[config.mk]
export PLATFORM = sky130hd
export DESIGN_NAME = alu_wb_regfile
export DESIGN_NICKNAME = d
export VERILOG_FILES = /design/src/rtl/alu_wb_pkg.sv /design/src/rtl/alu_result_sel.sv /design/src/rtl/alu_wb_regfile.sv
export SDC_FILE = /design/constraint.sdc
export NUM_CORES = 2
export LEC_CHECK = 0
export CORE_MARGIN = 2
export CORE_UTILIZATION = 50
export CTS_CLUSTER_SIZE = 30
export DETAILED_ROUTE_END_ITERATION = 10
export GPL_ROUTABILITY_DRIVEN = 0
export HOLD_SLACK_MARGIN = 0.02
export PLACE_DENSITY = 0.68
export SYNTH_ARGS = -nofsm -noshare
export SYNTH_HDL_FRONTEND = slang
export SYNTH_HIERARCHICAL = 1
export SYNTH_SLANG_ARGS = --single-unit
export TNS_END_PERCENT = 1
[constraint.sdc]
create_clock -name clk -period 3 [get_ports clk]
set_input_delay 0.6 -clock clk [delete_from_list [all_inputs] [get_ports clk]]
set_output_delay 0.6 -clock clk [all_outputs]
set_load 0.01 [all_outputs]
[src/rtl/alu_wb_pkg.sv]
// Shared definitions for the ALU writeback register file: funct codes,
// funct field width and the result-select enum.
package alu_wb_pkg;

  localparam int FUNCT_W = 6;

  localparam logic [FUNCT_W-1:0] FUNCT_ADD = 6'b100000;
  localparam logic [FUNCT_W-1:0] FUNCT_SUB = 6'b100010;
  localparam logic [FUNCT_W-1:0] FUNCT_SRL = 6'b000010;
  localparam logic [FUNCT_W-1:0] FUNCT_SLL = 6'b000000;
  localparam logic [FUNCT_W-1:0] FUNCT_AND = 6'b100100;
  localparam logic [FUNCT_W-1:0] FUNCT_OR  = 6'b100101;

  typedef enum logic [2:0] {
    SEL_ADD = 3'd0,
    SEL_SUB = 3'd1,
    SEL_SRL = 3'd2,
    SEL_SLL = 3'd3,
    SEL_AND = 3'd4,
    SEL_OR  = 3'd5
  } alu_sel_t;

endpackage

[src/rtl/alu_result_sel.sv]
// Combinational funct decoder and six-way ALU result mux.
// o_legal is low for any funct code outside the six supported ones; the
// value on o_result is then meaningless and must be discarded by the caller.
module alu_result_sel
  import alu_wb_pkg::*;
#(
  parameter int WIDTH = 32
) (
  input  logic [FUNCT_W-1:0] i_funct,
  input  logic [WIDTH-1:0]   i_res_add,
  input  logic [WIDTH-1:0]   i_res_sub,
  input  logic [WIDTH-1:0]   i_res_srl,
  input  logic [WIDTH-1:0]   i_res_sll,
  input  logic [WIDTH-1:0]   i_res_and,
  input  logic [WIDTH-1:0]   i_res_or,
  output logic [WIDTH-1:0]   o_result,
  output logic               o_legal
);

  alu_sel_t w_sel;

  // Decode funct into a select code and a legality bit.
  always_comb begin
    w_sel   = SEL_ADD;
    o_legal = 1'b0;
    case (i_funct)
      FUNCT_ADD: begin w_sel = SEL_ADD; o_legal = 1'b1; end
      FUNCT_SUB: begin w_sel = SEL_SUB; o_legal = 1'b1; end
      FUNCT_SRL: begin w_sel = SEL_SRL; o_legal = 1'b1; end
      FUNCT_SLL: begin w_sel = SEL_SLL; o_legal = 1'b1; end
      FUNCT_AND: begin w_sel = SEL_AND; o_legal = 1'b1; end
      FUNCT_OR:  begin w_sel = SEL_OR;  o_legal = 1'b1; end
      default:   begin w_sel = SEL_ADD; o_legal = 1'b0; end
    endcase
  end

  // Route the selected unit output.
  always_comb begin
    o_result = '0;
    case (w_sel)
      SEL_ADD: o_result = i_res_add;
      SEL_SUB: o_result = i_res_sub;
      SEL_SRL: o_result = i_res_srl;
      SEL_SLL: o_result = i_res_sll;
      SEL_AND: o_result = i_res_and;
      SEL_OR:  o_result = i_res_or;
      default: o_result = '0;
    endcase
  end

endmodule

[src/rtl/alu_wb_regfile.sv]
// ALU result select, single-entry pending writeback stage, register file
// with two bypassed combinational read ports, and a wrapping commit counter.
//
// Handshake: a bundle is accepted on a rising edge where in_valid && in_ready.
// in_ready = !pending || !wb_hold, so at most one bundle sits in the pending
// stage; a producer seeing in_ready low keeps its bundle stable. The pending
// entry commits on any edge where wb_hold is low, and a new bundle may be
// accepted on that same edge.
//
// Optional build macro ALU_WB_ZERO_REG_EN: register 0 reads as zero, and
// legal writes to it are accepted but silently discarded (no counter bump).
module alu_wb_regfile
  import alu_wb_pkg::*;
#(
  parameter int WIDTH  = 32,
  parameter int NREGS  = 32,
  parameter int ADDR_W = 5,
  parameter int CNT_W  = 16
) (
  input  logic               clk,
  input  logic               rst,
  input  logic               in_valid,
  output logic               in_ready,
  input  logic [FUNCT_W-1:0] funct,
  input  logic [ADDR_W-1:0]  rd,
  input  logic [WIDTH-1:0]   res_add,
  input  logic [WIDTH-1:0]   res_sub,
  input  logic [WIDTH-1:0]   res_srl,
  input  logic [WIDTH-1:0]   res_sll,
  input  logic [WIDTH-1:0]   res_and,
  input  logic [WIDTH-1:0]   res_or,
  input  logic               wb_hold,
  input  logic [ADDR_W-1:0]  rs_addr,
  input  logic [ADDR_W-1:0]  rt_addr,
  output logic [WIDTH-1:0]   rs_data,
  output logic [WIDTH-1:0]   rt_data,
  output logic               illegal_funct,
  output logic [CNT_W-1:0]   wr_count
);

  // Pending writeback stage and architectural state.
  logic              r_p_valid;
  logic [ADDR_W-1:0] r_p_rd;
  logic [WIDTH-1:0]  r_p_data;
  logic [WIDTH-1:0]  r_regs [NREGS];
  logic              r_illegal;
  logic [CNT_W-1:0]  r_wr_count;

  logic [WIDTH-1:0]  w_sel_result;
  logic              w_funct_legal;
  logic              w_rd_ok;
  logic              w_legal;
  logic              w_accept;
  logic              w_new_entry;
  logic              w_commit;

  function automatic logic addr_in_range(input logic [ADDR_W-1:0] a);
    return 32'(a) < NREGS;
  endfunction

  alu_result_sel #(
    .WIDTH (WIDTH)
  ) u_sel (
    .i_funct   (funct),
    .i_res_add (res_add),
    .i_res_sub (res_sub),
    .i_res_srl (res_srl),
    .i_res_sll (res_sll),
    .i_res_and (res_and),
    .i_res_or  (res_or),
    .o_result  (w_sel_result),
    .o_legal   (w_funct_legal)
  );

  // Handshake, legality and commit qualifiers.
  always_comb begin
    in_ready = !r_p_valid || !wb_hold;
    w_rd_ok  = addr_in_range(rd);
    w_legal  = w_funct_legal && w_rd_ok;
    w_accept = in_valid && in_ready;
    w_commit = r_p_valid && !wb_hold;
`ifdef ALU_WB_ZERO_REG_EN
    // Writes to the hardwired zero register are swallowed here.
    w_new_entry = w_accept && w_legal && (rd != '0);
`else
    w_new_entry = w_accept && w_legal;
`endif
  end

  // Pending stage: load on a legal accept, clear on commit, freeze on hold.
  always_ff @(posedge clk) begin
    if (rst) begin
      r_p_valid <= 1'b0;
      r_p_rd    <= '0;
      r_p_data  <= '0;
    end else if (w_new_entry) begin
      r_p_valid <= 1'b1;
      r_p_rd    <= rd;
      r_p_data  <= w_sel_result;
    end else if (w_commit) begin
      r_p_valid <= 1'b0;
    end
  end

  // Register array: written only by a committing pending entry.
  always_ff @(posedge clk) begin
    if (rst) begin
      for (int i = 0; i < NREGS; i++) begin
        r_regs[i] <= '0;
      end
    end else if (w_commit) begin
      r_regs[r_p_rd] <= r_p_data;
    end
  end

  // Illegal-bundle flag: a one-cycle pulse after a rejected accept.
  always_ff @(posedge clk) begin
    if (rst) begin
      r_illegal <= 1'b0;
    end else begin
      r_illegal <= w_accept && !w_legal;
    end
  end

  // Commit counter, wrapping naturally at its width.
  always_ff @(posedge clk) begin
    if (rst) begin
      r_wr_count <= '0;
    end else if (w_commit) begin
      r_wr_count <= r_wr_count + 1'b1;
    end
  end

  function automatic logic [WIDTH-1:0] read_port(input logic [ADDR_W-1:0] a);
    logic [WIDTH-1:0] v;
    v = '0;
    if (addr_in_range(a)) begin
      if (r_p_valid && (a == r_p_rd)) begin
        v = r_p_data;
      end else begin
        v = r_regs[a];
      end
    end
`ifdef ALU_WB_ZERO_REG_EN
    if (a == '0) begin
      v = '0;
    end
`endif
    return v;
  endfunction

  // Read ports: pending data bypasses the array so readers see the newest value.
  always_comb begin
    rs_data = read_port(rs_addr);
    rt_data = read_port(rt_addr);
  end

  assign illegal_funct = r_illegal;
  assign wr_count      = r_wr_count;

endmodule
==> results.toml <==
[outcome]
status = "finished with violations"
failed_checks = "setup timing"

[worst_setup_path]
worstPathArrival_ps = 2850
critPathMostFrequentCell = "buf_8"
crit_path_max_fanout = 8
worstSetupStartpoint = "r_p_rd[4]"
cpPeakStageDelay_ps = 380
crit_required_ps = 2400
worstSetupEndpointType = "output pin"
ff2ff_path_depth = 7
crit_chain = "buf_6, xor2_4, nor4_4, and3_4, buf_12, buf_8, buf_8, nand2_1, o21ai_1, buf_2"
criticalPathCategory = "reg -> out"
cp-start-kind = "register"
slowest_stage = "dfxtp_4"
worstReg2RegStart = "r_p_rd[4]"

[yosys]
yosys.area.top_type = "edfxtp_1"
synth_nets = 4623
ys_ff_latch = 1079
synth.avg_cell_area_um2 = 13.3
synth_flop_cell = "edfxtp_1"
synth_edf_count = 1024
synth.area.top_cells = "edfxtp_1 52%, mux4_2 12%, and2_1 11%, mux2i_1 5.1%, a22oi_1 2.0%"
yosysWarnings = 6
synth_top_area_share_pct = 52.3
synth_seq_area_share_pct = 54.2
async_flop_share_pct = 0
netlist_area_mm2 = 0.0588
syn_inst = 4405
ys_types = 71

[die]
pin_count = 299
start_util_pct = 50.5
placementRows = 125
die_x_um = 347
dieArea_mm2 = 0.120
core_mm2 = 0.116
die_height_um = 347

[cts]
cts_made_buffers = 117
hold_buffers = 0
cts_tree = "yes"
clock_path_buffers = 3
cts.htree.levels = 3
cts-root-buf = "clkbuf_16"
clock_latency_ps = 740
cts_sinks = 1079
cts.clk_slew.worst_paths_ps = 60

[global_routing]
overflow = 0
grt_pass1_vias = 44204
antenna_found_initial = 13
gr-usage-all-layers_pct = 35.7
grt_pass1_wl_um = 308000
grt_max_degree = 49

[pwr]
power.leakage_uw = 0.0272
p_total_uw = 36800
power_density_mw_per_mm2 = 505
vdd_ir_drop_max_mv = 0.604

[cells_and_area]
area_delta_synth_final_pct = 24.0
final_cells = 6582
nets = 5169
drive_gt1_share_pct = 29.0
nFillCells = 8626
fin_area_mm2 = 0.0729
fin_util_pct = 62.6

[hold_path]
min_path_cells = 2
hp-start = "rst"
hold_path_class = "in -> reg"

[flow_run]
max_cap_viol_count = 0

[route]
routed_wl_um = 218000
drtIter0Drc = 6714
vias = 44040
drt-pass1-iter-count = 6
vias_per_cell = 6.69
wl_per_cell_um = 33.1
drc_errors = 0
ant_nets = 0

[timing]
setup_viol = 64
tightest_slew_ps = 906
layout_min_cycle_time_ps = 3450
fin_crit_sh_pct = 115
relSlewSlack_pct = 39.5
rsz0062_at_grt = "yes"
setup_ws_ps = -451
fmax_mhz = 290
clock_skew_ps = 41.7
hold_viol = 0
slew_viol_final = 0

[placed_design]
dp_hpwl_um = 148000
place_area_mm2 = 0.0677
port_buffers = 298
pre_cts_ws_ps = -997
dp_cells = 6322
registers in the layout, indices dropped and copies added, names as in the netlist:
signal and flops:
wr_count 16, r_regs 1024, r_p_data 32, illegal_funct 1
r_p_rd 5, r_p_valid 1
area by class of cell:
cell class	count	area, um^2	share of cell area, %
antenna	3	7.51	0.0103
clock buffer	145	3130	4.30
clock inverter	78	826	1.13
inverter	35	131	0.180
multi-input combinational	2824	25700	35.2
sequential	1079	31900	43.7
tap	1524	1910	2.62
timing repair buffer	894	9350	12.8
stage by stage:
step / setup TNS [ps] / hold WS (ps)
global route: -23950 / 295
global placement: -46690 / 446
detailed placement: -48410 / 453
finish: -21250 / 301
CTS: -24300 / 256
floorplan: 0 / 450
report_power, final:
part	leakage (uW)	switching [uW]	internal [uW]	total, uW
Combinational	0.0143	2500	2150	4640
Clock	0.00193	6320	8630	15000
Sequential	0.0110	296	16900	17200
Total	0.0272	9120	27700	36800
cell families after synthesis:
group	count (synthesis)	synth area share (%)
muxes	697	18.9
adders and majority gates	1	0.0213
AOI/OAI and AO/OA	564	7.31
and+or+nand+nor	1539	15.4
xor gates and xnor gates	23	0.343
buffers and inverters	502	3.89
DFF	1079	54.2
final timing paths:
kind	endpoint	slack, ps
worst min-delay path	r_p_data[7]	300
worst min register to register	r_p_data[8]	460
worst max-delay path	rs_data[28]	-450
worst max register to register	r_regs[3][8]	350
synth_stat cells, types with 30 or more instances:
cell type	instances
nand2_1	187
clkbuf_1	286
a22o_1	62
nand4_1	37
nor2_1	55
nor2b_1	62
mux2_2	74
edfxtp_1	1024
a211oi_1	83
mux2i_1	299
o21ai_1	38
o211ai_1	32
o22ai_1	41
a21oi_1	42
nand3_1	30
a222oi_1	32
buf_4	37
nor3_1	47
buf_2	113
mux4_2	322
inv_1	34
and2_1	994
or2_2	32
a22oi_1	155
dfxtp_1	55
critical path, delay by kind of cell, from the launching register on:
kind | cells | cell delay (ps)
flops | 1 | 380
compound gates | 1 | 140
xor+xnor | 1 | 180
buf+inv | 5 | 780
simple gates | 3 | 630
placed cells by master (no fill, tap or decap), types with 26 or more instances in the layout:
cell / count
edfxtp_1: 1024
or2_2: 32
buf_12: 141
a222oi_1: 32
a21oi_1: 42
nand4_1: 37
a22o_1: 53
clkbuf_16: 121
clkdlybuf4s50_1: 223
inv_1: 34
nor3_1: 42
o21ai_1: 32
mux2i_1: 297
buf_2: 45
nand2_1: 167
mux4_2: 322
a22oi_1: 154
dfxtp_1: 50
mux2_2: 73
buf_6: 35
o211ai_1: 32
and2_1: 995
a211oi_1: 58
o22ai_1: 40
clkinv_2: 26
nor2b_1: 60
buf_4: 415
metal layers:
layer	vias up	GRT usage [%]	part of all wire (%)
met5	-	0	0.017
met2	3413	55.2	45
met1	22097	46.4	35
li1	17837	-	-
met3	687	8.65	13
met4	6	20.3	6.4
timing repair:
item                                   in CTS  in global routing
pin swaps                                  37                 26
buffers inserted                           20                 15
endpoints found under the hold margin       0                  0
setup endpoints to repair                  64                 64
cloned                                      6                  3
resized for setup                         337                130
Note: power is estimated with default switching activity, not from simulation.
